`src/rtl/mips_ctrl_pkg.sv`:
```
// Shared constants for the multi-cycle MIPS main control FSM and the ALU control decoder.
// Covers opcodes, state encodings, and the alu_op, alu_src_b and pc_source encodings.
package mips_ctrl_pkg;

    localparam logic [5:0] OP_RTYPE = 6'h00;
    localparam logic [5:0] OP_J     = 6'h02;
    localparam logic [5:0] OP_BEQ   = 6'h04;
    localparam logic [5:0] OP_BNE   = 6'h05;
    localparam logic [5:0] OP_ADDI  = 6'h08;
    localparam logic [5:0] OP_ORI   = 6'h0D;
    localparam logic [5:0] OP_LW    = 6'h23;
    localparam logic [5:0] OP_SW    = 6'h2B;

    typedef enum logic [3:0] {
        ST_FETCH     = 4'd0,
        ST_DECODE    = 4'd1,
        ST_MEMADR    = 4'd2,
        ST_MEMRD     = 4'd3,
        ST_MEMWB     = 4'd4,
        ST_MEMWR     = 4'd5,
        ST_EXECUTE   = 4'd6,
        ST_ALUWB     = 4'd7,
        ST_BRANCH    = 4'd8,
        ST_ADDIEX    = 4'd9,
        ST_IWB       = 4'd10,
        ST_JUMP      = 4'd11,
        ST_ORIEX     = 4'd12,
        ST_BRANCH_NE = 4'd13,
        ST_UNUSED14  = 4'd14,
        ST_UNUSED15  = 4'd15
    } state_e;

    localparam logic [1:0] ALUOP_RTYPE = 2'b00;
    localparam logic [1:0] ALUOP_SUB   = 2'b01;
    localparam logic [1:0] ALUOP_ADD   = 2'b10;
    localparam logic [1:0] ALUOP_OR    = 2'b11;

    localparam logic [1:0] SRCB_REG    = 2'b00;
    localparam logic [1:0] SRCB_FOUR   = 2'b01;
    localparam logic [1:0] SRCB_IMM    = 2'b10;
    localparam logic [1:0] SRCB_IMMSH2 = 2'b11;

    localparam logic [1:0] PCSRC_ALU    = 2'b00;
    localparam logic [1:0] PCSRC_ALUOUT = 2'b01;
    localparam logic [1:0] PCSRC_JUMP   = 2'b10;

endpackage

```
`src/rtl/mips_multicycle_control_if.sv`:
```
// Control bundle between the main control FSM (master) and the multi-cycle datapath (slave).
interface mips_multicycle_control_if;

    logic [5:0] opcode;
    logic       mem_ready;
    logic       pc_write;
    logic       pc_write_cond;
    logic       pc_write_cond_ne;
    logic       i_or_d;
    logic       mem_read;
    logic       mem_write;
    logic       ir_write;
    logic       mem_to_reg;
    logic       reg_dst;
    logic       reg_write;
    logic       alu_src_a;
    logic [1:0] alu_src_b;
    logic       imm_zext;
    logic [1:0] alu_op;
    logic [1:0] pc_source;
    logic       illegal_op;
    logic [3:0] state;

    modport master (
        input  opcode, mem_ready,
        output pc_write, pc_write_cond, pc_write_cond_ne, i_or_d, mem_read, mem_write,
               ir_write, mem_to_reg, reg_dst, reg_write, alu_src_a, alu_src_b,
               imm_zext, alu_op, pc_source, illegal_op, state
    );

    modport slave (
        output opcode, mem_ready,
        input  pc_write, pc_write_cond, pc_write_cond_ne, i_or_d, mem_read, mem_write,
               ir_write, mem_to_reg, reg_dst, reg_write, alu_src_a, alu_src_b,
               imm_zext, alu_op, pc_source, illegal_op, state
    );

endinterface

```
`src/rtl/mips_ctrl_next_state.sv`:
```
// Combinational next-state function of the main control FSM; stalls in FETCH/MEMRD/MEMWR until mem_ready.
// MIPS_MC_CTRL_BNE_EN adds the DECODE -> BRANCH_NE transition for opcode 0x05.
module mips_ctrl_next_state
    import mips_ctrl_pkg::*;
(
    input  state_e     state_i,
    input  logic [5:0] opcode_i,
    input  logic       mem_ready_i,
    output state_e     next_state_o,
    output logic       illegal_o
);

    always_comb begin
        next_state_o = ST_FETCH;
        illegal_o    = 1'b0;
        case (state_i)
            ST_FETCH:   next_state_o = mem_ready_i ? ST_DECODE : ST_FETCH;
            ST_DECODE: begin
                case (opcode_i)
                    OP_LW, OP_SW: next_state_o = ST_MEMADR;
                    OP_RTYPE:     next_state_o = ST_EXECUTE;
                    OP_BEQ:       next_state_o = ST_BRANCH;
                    OP_ADDI:      next_state_o = ST_ADDIEX;
                    OP_ORI:       next_state_o = ST_ORIEX;
                    OP_J:         next_state_o = ST_JUMP;
`ifdef MIPS_MC_CTRL_BNE_EN
                    OP_BNE:       next_state_o = ST_BRANCH_NE;
`endif
                    default: begin
                        next_state_o = ST_FETCH;
                        illegal_o    = 1'b1;
                    end
                endcase
            end
            // IR still holds the LW/SW opcode here, so it picks the access direction.
            ST_MEMADR:  next_state_o = (opcode_i == OP_LW) ? ST_MEMRD : ST_MEMWR;
            ST_MEMRD:   next_state_o = mem_ready_i ? ST_MEMWB : ST_MEMRD;
            ST_MEMWB:   next_state_o = ST_FETCH;
            ST_MEMWR:   next_state_o = mem_ready_i ? ST_FETCH : ST_MEMWR;
            ST_EXECUTE: next_state_o = ST_ALUWB;
            ST_ALUWB:   next_state_o = ST_FETCH;
            ST_BRANCH:  next_state_o = ST_FETCH;
            ST_ADDIEX:  next_state_o = ST_IWB;
            ST_IWB:     next_state_o = ST_FETCH;
            ST_JUMP:    next_state_o = ST_FETCH;
            ST_ORIEX:   next_state_o = ST_IWB;
            default:    next_state_o = ST_FETCH;
        endcase
    end

endmodule

```
`src/rtl/mips_multicycle_control.sv`:
```
// Multi-cycle MIPS main control: Moore FSM driving datapath enables/muxes and alu_op; stalls on mem_ready.
// MIPS_MC_CTRL_BNE_EN enables the BRANCH_NE state and pc_write_cond_ne; otherwise pc_write_cond_ne is 0.
module mips_multicycle_control
    import mips_ctrl_pkg::*;
(
    input  logic                       clk,
    input  logic                       rst,
    mips_multicycle_control_if.master  ctrl
);

    state_e state_q;
    state_e state_d;
    logic   illegal;

    mips_ctrl_next_state u_next_state (
        .state_i      (state_q),
        .opcode_i     (ctrl.opcode),
        .mem_ready_i  (ctrl.mem_ready),
        .next_state_o (state_d),
        .illegal_o    (illegal)
    );

    always_ff @(posedge clk) begin
        if (rst) begin
            state_q <= ST_FETCH;
        end else begin
            state_q <= state_d;
        end
    end

    // Outputs are held at zero for the whole reset, including the debug state.
    always_comb begin
        ctrl.pc_write         = 1'b0;
        ctrl.pc_write_cond    = 1'b0;
        ctrl.pc_write_cond_ne = 1'b0;
        ctrl.i_or_d           = 1'b0;
        ctrl.mem_read         = 1'b0;
        ctrl.mem_write        = 1'b0;
        ctrl.ir_write         = 1'b0;
        ctrl.mem_to_reg       = 1'b0;
        ctrl.reg_dst          = 1'b0;
        ctrl.reg_write        = 1'b0;
        ctrl.alu_src_a        = 1'b0;
        ctrl.alu_src_b        = SRCB_REG;
        ctrl.imm_zext         = 1'b0;
        ctrl.alu_op           = ALUOP_RTYPE;
        ctrl.pc_source        = PCSRC_ALU;
        ctrl.illegal_op       = 1'b0;
        ctrl.state            = 4'd0;
        if (!rst) begin
            ctrl.state = state_q;
            case (state_q)
                ST_FETCH: begin
                    ctrl.mem_read  = 1'b1;
                    ctrl.alu_src_b = SRCB_FOUR;
                    ctrl.alu_op    = ALUOP_ADD;
                    ctrl.ir_write  = ctrl.mem_ready;
                    ctrl.pc_write  = ctrl.mem_ready;
                end
                ST_DECODE: begin
                    ctrl.alu_src_b  = SRCB_IMMSH2;
                    ctrl.alu_op     = ALUOP_ADD;
                    ctrl.illegal_op = illegal;
                end
                ST_MEMADR, ST_ADDIEX: begin
                    ctrl.alu_src_a = 1'b1;
                    ctrl.alu_src_b = SRCB_IMM;
                    ctrl.alu_op    = ALUOP_ADD;
                end
                ST_MEMRD: begin
                    ctrl.mem_read = 1'b1;
                    ctrl.i_or_d   = 1'b1;
                end
                ST_MEMWB: begin
                    ctrl.reg_write  = 1'b1;
                    ctrl.mem_to_reg = 1'b1;
                end
                ST_MEMWR: begin
                    ctrl.mem_write = 1'b1;
                    ctrl.i_or_d    = 1'b1;
                end
                ST_EXECUTE: begin
                    ctrl.alu_src_a = 1'b1;
                    ctrl.alu_src_b = SRCB_REG;
                    ctrl.alu_op    = ALUOP_RTYPE;
                end
                ST_ALUWB: begin
                    ctrl.reg_write = 1'b1;
                    ctrl.reg_dst   = 1'b1;
                end
                ST_BRANCH: begin
                    ctrl.alu_src_a     = 1'b1;
                    ctrl.alu_op        = ALUOP_SUB;
                    ctrl.pc_source     = PCSRC_ALUOUT;
                    ctrl.pc_write_cond = 1'b1;
                end
                ST_IWB: begin
                    ctrl.reg_write = 1'b1;
                end
                ST_JUMP: begin
                    ctrl.pc_source = PCSRC_JUMP;
                    ctrl.pc_write  = 1'b1;
                end
                ST_ORIEX: begin
                    ctrl.alu_src_a = 1'b1;
                    ctrl.alu_src_b = SRCB_IMM;
                    ctrl.imm_zext  = 1'b1;
                    ctrl.alu_op    = ALUOP_OR;
                end
`ifdef MIPS_MC_CTRL_BNE_EN
                ST_BRANCH_NE: begin
                    ctrl.alu_src_a        = 1'b1;
                    ctrl.alu_op           = ALUOP_SUB;
                    ctrl.pc_source        = PCSRC_ALUOUT;
                    ctrl.pc_write_cond_ne = 1'b1;
                end
`endif
                default: begin
                end
            endcase
        end
    end

endmodule

```
`src/flat_wrapper.sv`:
```
// flat-port wrapper written by rule: the top's interface ports become plain ports
module mips_multicycle_control_flat import mips_ctrl_pkg::*;
  (clk, rst, ctrl_opcode, ctrl_mem_ready, ctrl_pc_write, ctrl_pc_write_cond, ctrl_pc_write_cond_ne, ctrl_i_or_d, ctrl_mem_read, ctrl_mem_write, ctrl_ir_write, ctrl_mem_to_reg, ctrl_reg_dst, ctrl_reg_write, ctrl_alu_src_a, ctrl_alu_src_b, ctrl_imm_zext, ctrl_alu_op, ctrl_pc_source, ctrl_illegal_op, ctrl_state);
  mips_multicycle_control_if ctrl_i ();
  input  logic clk;
  input  logic rst;
  input wire logic [$bits(ctrl_i.opcode)-1:0] ctrl_opcode;
  input wire logic [$bits(ctrl_i.mem_ready)-1:0] ctrl_mem_ready;
  output wire logic [$bits(ctrl_i.pc_write)-1:0] ctrl_pc_write;
  output wire logic [$bits(ctrl_i.pc_write_cond)-1:0] ctrl_pc_write_cond;
  output wire logic [$bits(ctrl_i.pc_write_cond_ne)-1:0] ctrl_pc_write_cond_ne;
  output wire logic [$bits(ctrl_i.i_or_d)-1:0] ctrl_i_or_d;
  output wire logic [$bits(ctrl_i.mem_read)-1:0] ctrl_mem_read;
  output wire logic [$bits(ctrl_i.mem_write)-1:0] ctrl_mem_write;
  output wire logic [$bits(ctrl_i.ir_write)-1:0] ctrl_ir_write;
  output wire logic [$bits(ctrl_i.mem_to_reg)-1:0] ctrl_mem_to_reg;
  output wire logic [$bits(ctrl_i.reg_dst)-1:0] ctrl_reg_dst;
  output wire logic [$bits(ctrl_i.reg_write)-1:0] ctrl_reg_write;
  output wire logic [$bits(ctrl_i.alu_src_a)-1:0] ctrl_alu_src_a;
  output wire logic [$bits(ctrl_i.alu_src_b)-1:0] ctrl_alu_src_b;
  output wire logic [$bits(ctrl_i.imm_zext)-1:0] ctrl_imm_zext;
  output wire logic [$bits(ctrl_i.alu_op)-1:0] ctrl_alu_op;
  output wire logic [$bits(ctrl_i.pc_source)-1:0] ctrl_pc_source;
  output wire logic [$bits(ctrl_i.illegal_op)-1:0] ctrl_illegal_op;
  output wire logic [$bits(ctrl_i.state)-1:0] ctrl_state;
  assign ctrl_i.opcode = ctrl_opcode;
  assign ctrl_i.mem_ready = ctrl_mem_ready;
  assign ctrl_pc_write = ctrl_i.pc_write;
  assign ctrl_pc_write_cond = ctrl_i.pc_write_cond;
  assign ctrl_pc_write_cond_ne = ctrl_i.pc_write_cond_ne;
  assign ctrl_i_or_d = ctrl_i.i_or_d;
  assign ctrl_mem_read = ctrl_i.mem_read;
  assign ctrl_mem_write = ctrl_i.mem_write;
  assign ctrl_ir_write = ctrl_i.ir_write;
  assign ctrl_mem_to_reg = ctrl_i.mem_to_reg;
  assign ctrl_reg_dst = ctrl_i.reg_dst;
  assign ctrl_reg_write = ctrl_i.reg_write;
  assign ctrl_alu_src_a = ctrl_i.alu_src_a;
  assign ctrl_alu_src_b = ctrl_i.alu_src_b;
  assign ctrl_imm_zext = ctrl_i.imm_zext;
  assign ctrl_alu_op = ctrl_i.alu_op;
  assign ctrl_pc_source = ctrl_i.pc_source;
  assign ctrl_illegal_op = ctrl_i.illegal_op;
  assign ctrl_state = ctrl_i.state;
  mips_multicycle_control u_core (.clk(clk), .rst(rst), .ctrl(ctrl_i));
endmodule
```
`config.mk`:
```
export PLATFORM = sky130hd
export DESIGN_NAME = mips_multicycle_control_flat
export DESIGN_NICKNAME = d
export VERILOG_FILES = /design/src/rtl/mips_ctrl_pkg.sv /design/src/rtl/mips_multicycle_control_if.sv /design/src/rtl/mips_ctrl_next_state.sv /design/src/rtl/mips_multicycle_control.sv /design/src/flat_wrapper.sv
export SDC_FILE = /design/constraint.sdc
export NUM_CORES = 1
export LEC_CHECK = 0
export ABC_AREA = 1
export BUFFER_PORTS_ARGS = -buffer_cell sky130_fd_sc_hd__clkbuf_2
export CORE_MARGIN = 10
export CORE_UTILIZATION = 39
export CTS_CLUSTER_SIZE = 8
export DETAILED_ROUTE_END_ITERATION = 10
export HOLD_SLACK_MARGIN = 0.08
export PLACE_DENSITY_LB_ADDON = 0.3
export SYNTH_ARGS = -nofsm -noshare
export SYNTH_HDL_FRONTEND = slang
export SYNTH_SLANG_ARGS = --single-unit
```
`constraint.sdc`:
```
create_clock -name clk -period 1.1 [get_ports clk]
set_clock_uncertainty 0.1 [all_clocks]
set_input_delay 0.055 -clock clk [delete_from_list [all_inputs] [get_ports clk]]
set_output_delay 0.055 -clock clk [all_outputs]
set_load 0.005 [all_outputs]
```
==> out/metrics.yaml <==
run_status:
  status: "complete, but fails checks"
  violations: "setup timing"
global_route:
  overflow: 0
  grt_pass1_wl_mm: 4.17
  grt_util_all_layers_pct: 14.5
  grt_start_max_net_pins: 12
  antenna_found_initial: 0
  grt_pass1_vias: 1060
sta:
  holdWs_ns: 0.122
  max_freq_mhz: 621
  finalHoldViolations: 0
  worst_slack_ns: -0.510
  rsz0062_at_grt: "yes"
  fin_crit_ns: 1.61
  setup_viol: 26
  post-route-period-util_pct: 146
  drv_slew: 0
route:
  wire_per_inst_um: 16.7
  via_per_inst: 5.42
  drc: 0
  antenna_left: 0
  dr.first_iter.drc_count: 33
  drt_pass1_iterations: 4
  vias: 1111
  wl_mm: 3.42
final_layout:
  fin_cells: 205
  top_register: "u_core.state_q"
  antennaDiodeCount: 0
  area_delta_synth_final_pct: 106
  drive_above_1_share_pct: 58.2
  utilization_pct: 84.7
  nNetsFinal: 200
  largest_reg_flops: 4
  stdcell_area_sq_um: 1260
  reg_top3: "u_core.state_q (4)"
synth:
  synth_warnings: 0
  syn_avg_cell_area_sq_um: 4.72
  ys_ff_latch: 4
  postSynthCellCount: 130
  synth_area_sq_um: 613
  synth_nets: 139
  synth.distinct_cells: 20
  seq_area_frac_synth_pct: 13.1
floorplan:
  rows: 14
  coreArea_sq_um: 1490
  die_x_um: 59.7
  io_pins: 32
  die_h_um: 59.7
  initial_core_util_pct: 41.2
  dieArea_sq_um: 3560
setup_path:
  crit_type: "flop to primary output"
  reg2reg_depth: 9
  critPathRequiredTime_ns: 0.94
  end_kind: "primary output"
  arrival_ns: 1.45
  path_max_fanout: 5
  critPathLaunchType: "flop"
place:
  gp_congestion: 0.867
  dp_hpwl_mm: 1.91
  place_ws_ns: -0.197
  dpl-instance-area_sq_um: 912
  io_buffers: 30
  dp.cells: 190
clocking:
  clk_pin_slew_ns: 0.04
  cts_max_path_buffers: 2
  htreeDepth: 1
  cts_tree: "done"
  cts.sinks: 4
  clock_latency_ns: 0.25
  cts-root-buf: "clkbuf_4"
  cts_inserted_buffers: 3
power_and_ir_drop:
  switching_share_pct: 37.2
  power.internal_mw: 0.381
  clkPwrFrac_pct: 32.7
  p_seq_share_pct: 25.1
  leakage_nw: 0.725
  pwr-share-comb_pct: 42.2
  p_sw_mw: 0.225
  power_density_nw_per_um2: 480
  peakVddDrop_mv: 0.462
min_path:
  min_path_cells: 5
  worstHoldPathType: "input pin to flop"
flow_run:
  maxCapViolCount: 0
## placed cells by master (no fill, tap or decap)
master / synthesis / final
a21oi_2: 0 / 3
a31oi_1: 2 / 2
and2_1: 1 / 1
and2_4: 1 / 1
buf_2: 1 / 14
buf_4: 2 / 17
buf_6: 0 / 13
clkbuf_2: 0 / 15
clkbuf_4: 0 / 3
clkinv_4: 0 / 1
conb_1: 1 / 1
dfxtp_4: 0 / 4
dlygate4sd3_1: 0 / 1
inv_1: 17 / 14
inv_2: 5 / 3
inv_4: 0 / 4
nand2_1: 37 / 27
nand2_2: 1 / 8
nand2_4: 0 / 3
nand3_1: 9 / 7
nand3_2: 0 / 2
nor2_1: 32 / 21
nor2_2: 3 / 3
nor2_4: 0 / 11
nor3_1: 6 / 2
nor3_2: 0 / 4
o21ai_0: 1 / 1
o21ai_1: 2 / 2
o22ai_2: 0 / 1
## cells in the mapped netlist, drive strengths merged
cell type	count	area share (%)
o22ai	1	1.0
conb	1	0.61
inv	22	13
nor3	6	4.9
a31oi	2	2.0
and2	2	2.4
dfxtp	4	13
nand2	38	24
a21oi	3	2.4
o21ai	3	2.4
nand3	9	7.3
nor2	35	23
buf	4	3.9
## final cells by class
type / count / area [sq um]
inverters: 22 / 97.6
clock buffers: 3 / 22.5
fillers: 93 / 228
flip-flops and latches: 4 / 95.1
multi-input cells: 100 / 597
well taps: 16 / 20.0
repair buffers: 60 / 429
## layer usage
layer	track usage, %	share of wire (%)	wire length, um	vias up
met1	13.0	34	1170	510
met5	0	0	0	-
met2	26.8	52	1780	69
met4	10.3	4.3	148	0
li1	-	-	-	516
met3	4.24	9.3	318	16
## cells by family (layout without fill, tap and decap cells)
| logic type | count (synthesis) | count (layout) | share of synthesized area (%) |
|---|---|---|---|
| other cells | 1 | 1 | 0.612 |
| simple gates | 90 | 90 | 61.0 |
| compound gates | 9 | 9 | 7.96 |
| buf+inv | 26 | 85 | 17.3 |
| flops | 4 | 4 | 13.1 |
## path summary, 6_finish.rpt
| kind | startpoint | to | slack, ns |
|---|---|---|---|
| worst min register to register | u_core.state_q[1]$_SDFF_PP0_ | u_core.state_q[3]$_SDFF_PP0_ | 0.76 |
| worst max register to register | u_core.state_q[2]$_SDFF_PP0_ | u_core.state_q[1]$_SDFF_PP0_ | -0.39 |
| worst min-delay path | ctrl_mem_ready | u_core.state_q[2]$_SDFF_PP0_ | 0.12 |
| worst max-delay path | u_core.state_q[2]$_SDFF_PP0_ | ctrl_illegal_op | -0.51 |
## metrics by stage
stage / power (mW) / setup TNS, ns
after floorplan: 0.242 / -0.0571
after global placement: 0.320 / -1.48
after detailed placement: 0.325 / -1.89
after CTS: 0.547 / -6.88
after global routing: 0.637 / -9.61
final: 0.606 / -8.35
## critical path, cell delays in order, from the launching register on
cell,delay [ns]
dfxtp_4,0.37
nor2_4,0.16
clkinv_4,0.12
nor2_4,0.16
nand2_1,0.11
nor3_2,0.14
buf_2,0.15
## power groups by stage
| stage | clock [mW] | sequential [mW] | combinational [mW] |
|---|---|---|---|
| after floorplan | 0 | 0.158 | 0.0841 |
| after global placement | 0 | 0.158 | 0.161 |
| after detailed placement | 0 | 0.159 | 0.166 |
| after CTS | 0.199 | 0.152 | 0.196 |
| after global routing | 0.209 | 0.152 | 0.276 |
| final | 0.198 | 0.152 | 0.256 |
## timing repair
item / in CTS / in global routing
resized for setup: 34 / 50
buffers inserted: 4 / 7
hold buffers: 1 / 0
hold endpoints to repair: 1 / 0
pin swaps: 9 / 16
endpoints found under the setup margin: 26 / 26
(Power assumes the default switching activity.)
